$ cat src/rtl/serial_operand_shifter.sv
// Parallel-load, serial-out operand shifter with bit counter and Busy/Done handshake
// for the serial adder datapath. One instance per operand.
module serial_operand_shifter #(
    parameter int WIDTH     = 8,
    parameter bit LSB_FIRST = 1'b1,
    localparam int CW       = $clog2(WIDTH + 1)
) (
    input  logic             CLK,
    input  logic             RST_N,
    input  logic             L,
    input  logic [WIDTH-1:0] Load,
    input  logic             EN,
    input  logic             ROT,
    input  logic             Sin,
    output logic             Sout,
    output logic             Busy,
    output logic             Done,
    output logic [CW-1:0]    Cnt
);

    typedef enum logic [1:0] {
        IDLE  = 2'd0,
        SHIFT = 2'd1,
        DONE  = 2'd2
    } state_t;

    state_t           state;
    logic [WIDTH-1:0] sr;

    // Shift by one toward the output end and insert the new bit at the far end;
    // written with whole-vector shifts so WIDTH=1 collapses cleanly to sr <= in.
    function automatic logic [WIDTH-1:0] shift_in(input logic [WIDTH-1:0] cur, input logic in);
        logic [WIDTH-1:0] r;
        if (LSB_FIRST) begin
            r            = cur >> 1;
            r[WIDTH-1]   = in;
        end else begin
            r            = cur << 1;
            r[0]         = in;
        end
        return r;
    endfunction

    assign Sout = LSB_FIRST ? sr[0] : sr[WIDTH-1];

    always_ff @(posedge CLK) begin
        if (!RST_N) begin
            sr    <= '0;
            Cnt   <= '0;
            state <= IDLE;
            Busy  <= 1'b0;
            Done  <= 1'b0;
        end else if (L) begin
            // A load in any state restarts with the new operand and a full count.
            sr    <= Load;
            Cnt   <= CW'(WIDTH);
            state <= SHIFT;
            Busy  <= 1'b1;
            Done  <= 1'b0;
        end else begin
            case (state)
                SHIFT: begin
                    if (EN) begin
                        sr  <= shift_in(sr, ROT ? Sout : Sin);
                        Cnt <= Cnt - CW'(1);
                        if (Cnt == CW'(1)) begin
                            state <= DONE;
                            Busy  <= 1'b0;
                            Done  <= 1'b1;
                        end
                    end
                end
                DONE: begin
                    state <= IDLE;
                    Done  <= 1'b0;
                end
                default: begin
                    state <= IDLE;
                    Busy  <= 1'b0;
                    Done  <= 1'b0;
                end
            endcase
        end
    end

endmodule

$ cat config.mk
export PLATFORM = sky130hd
export DESIGN_NAME = serial_operand_shifter
export DESIGN_NICKNAME = d
export VERILOG_FILES = /design/src/rtl/serial_operand_shifter.sv
export SDC_FILE = /design/constraint.sdc
export NUM_CORES = 1
export LEC_CHECK = 0
export ABC_AREA = 1
export BUFFER_PORTS_ARGS = -buffer_cell sky130_fd_sc_hd__buf_2
export CAP_MARGIN = 20
export CORE_UTILIZATION = 30
export CTS_CLUSTER_SIZE = 14
export DETAILED_ROUTE_END_ITERATION = 8
export PLACE_DENSITY_LB_ADDON = 0.3
export SYNTH_ARGS = -nofsm -noshare
export SYNTH_HDL_FRONTEND = slang
export SYNTH_SLANG_ARGS = --single-unit
$ cat constraint.sdc
create_clock -name CLK -period 0.9 [get_ports CLK]
set_clock_uncertainty 0.05 [all_clocks]
set_input_delay 0.135 -clock CLK [delete_from_list [all_inputs] [get_ports CLK]]
set_output_delay 0.135 -clock CLK [all_outputs]
set_load 0.01 [all_outputs]
==> flow_summary.yaml <==
floorplan:
  initial_core_util_pct: 32.2
  die_h_um: 51.2
  ios: 21
  die_w_um: 51.2
  dieArea_um2: 2620
  core_area_um2: 2250
  row_count: 17
sta:
  max_freq_mhz: 943
  period_minus_slack_ps: 1060
  holdWs_ps: 102
  final-max-slew-violation-count: 0
  rsz0062_at_grt: "yes"
  hold_violations: 0
  fin_crit_sh_pct: 118
  relSlewSlack_pct: 83.5
  setup_violations: 22
  timing.final.ws_setup_ps: -160
  tightest_slew_ps: 245
synthesis:
  synth_top_family_by_area: "simple AND/OR/NAND/NOR gates"
  synth_xor_xnor_area_share_pct: 0
  synthMuxAreaShare_pct: 1.38
  synth_top_area_cell: "dfxtp_1"
  syn_nets: 118
  synth_area_leaders: "dfxtp_1 41%, nand2_1 13%, inv_1 6.2%"
  synthesis.area_um2: 726
  synth_common_cells: "26 x nand2_1, 15 x dfxtp_1, 12 x inv_1, 8 x a21oi_1, 7 x nor2_1"
  ys.flop_type: "dfxtp_1"
  synth_compound_area_share_pct: 16.9
  yosys_warnings: 0
  synthCells: 102
  yosysMostFrequentCell: "nand2_1"
  synthArstFlopShare_pct: 0
  netlist.area_leader.share_pct: 41.4
  synth_adder_area_share_pct: 3.45
  ys_seq_elements: 15
  synth_edf_count: 0
  synth_cell_types: 21
  synth-simple-area-share_pct: 27.6
  avgSynthCellArea_um2: 7.11
  seq_area_frac_synth_pct: 41.4
routing:
  antenna_left: 0
  drt-vias-per-instance: 4.64
  drt-pass1-iter-count: 4
  drt-wirelength-per-cell_um: 11.0
  drc: 0
  vias: 794
  wl_mm: 1.87
  drt_iter0_drc: 10
placement:
  hpwl_mm: 1.29
  place_congestion: 0.749
  pre_cts_ws_ps: -179
  io_buffers: 20
clock_network:
  cts_tree: "yes"
  path_clk_slew_ps: 100
  clock_latency_ps: 280
  cts_hold_buf: 0
  cts_max_level: 1
  cts_sinks: 15
  cts_root_buffer: "clkbuf_4"
  clockBufferDepth: 2
  cts_buffers: 3
hold_path:
  hold_path.class: "in -> reg"
global_route:
  grt_pass1_vias: 672
  grt_max_degree: 11
  grt_pass1_wl_mm: 2.84
  grt_overflow_total: 0
  track_usage_pct: 14.8
  antenna_found_initial: 0
setup_path:
  critPathLaunchType: "flip-flop"
  critical_path_class: "reg -> reg"
  worstPathRequired_ps: 1040
  cp.arrival_ps: 1200
  critPathCaptureType: "flip-flop"
  path_max_fanout: 6
run:
  cap_viol_max_count: 0
layout:
  antenna_cells: 0
  drive_gt1_share_pct: 56.6
  fin_nets: 160
  area_growth_pct: 64.5
power:
  irDropWorstVdd_v: 0.000713
  p_per_area_nw_per_um2: 1230
  power_leakage_nw: 0.543
outcome:
  violations: "setup timing"
  status: "finished with violations"
[per-stage QoR]
step / cell area (um2) / setup TNS [ps] / utilization [%] / instances / total power (W)
CTS: 1080 / -2260 / 47.8 / 167 / 0.00142
floorplan: 749 / -895 / - / 102 / 0.000882
global route: 1190 / -3400 / 52.9 / 171 / 0.00155
detailed placement: 975 / -1700 / 43.2 / 162 / 0.000996
finish: 1190 / -2140 / 52.9 / 171 / 0.00147
global placement: 975 / -1360 / 43.2 / 162 / 0.000990
[layout by cell type, fill, tap and decap left out, drive strengths merged]
cell and n:
or2 1, a21oi 9, mux2i 1, dfxtp 15, o21a 2, nand4 1, o21ai 11, nor2 9
nand2 28, nor3 1, nand3 7, ha 2, inv 16, clkbuf 4, buf 36
[worst paths after layout]
path / start / endpoint / slack (ps) / cells past startpoint
min: Load[0] / sr[0] / 100 / 3
max: state[0] / sr[2] / -160 / 5
min reg2reg: sr[6] / sr[6] / 430 / 2
max reg2reg: state[0] / sr[2] / -160 / 5
[layout make-up]
cell class	instances	area, um2
repair buffers	36	262
well taps	28	35.0
flip-flops and latches	15	317
multi-input cells	72	482
fillers	233	1060
inverters	16	72.6
clock buffers	4	26.3
[sequential cells by signal (all words and copies together), names as in the netlist]
signal	count
sr	8
Cnt	4
Busy	1
state	2
[where the power goes]
| part | internal [W] | switching [W] | total [W] |
|---|---|---|---|
| registers | 0.000699 | 0.0000325 | 0.000731 |
| logic | 0.000158 | 0.000176 | 0.000335 |
| clock network | 0.000172 | 0.000228 | 0.000400 |
| total | 0.00103 | 0.000437 | 0.00147 |
[critical path: stages (launching register included)]
cell     delay [ps]
dfxtp_2         400
nand3_4         180
nand2_8         140
nand3_2          60
o21ai_1          70
nor2_1           50
[routing by layer]
metal	GRT usage, %	vias up	part of all wire [%]
met2	25.0	15	52
met5	0	-	0
met4	5.56	0	0
met3	2.68	0	3.0
met1	18.6	361	45
li1	-	418	-
[timing repair]
action	4_1_cts	5_1_grt
pin swaps	2	13
endpoints found under the setup margin	22	22
gates resized for setup	18	24
setup buffers	1	2
cloned	0	2
[cells by family after synthesis]
group	count (synthesis)
multiplexers	1
AND/OR/NAND/NOR	45
flip-flops	15
adder cells (fa/ha/maj)	2
buffers and inverters	17
AO/OA/AOI/OAI	22
No activity file was read; power rests on OpenSTA's default activity.
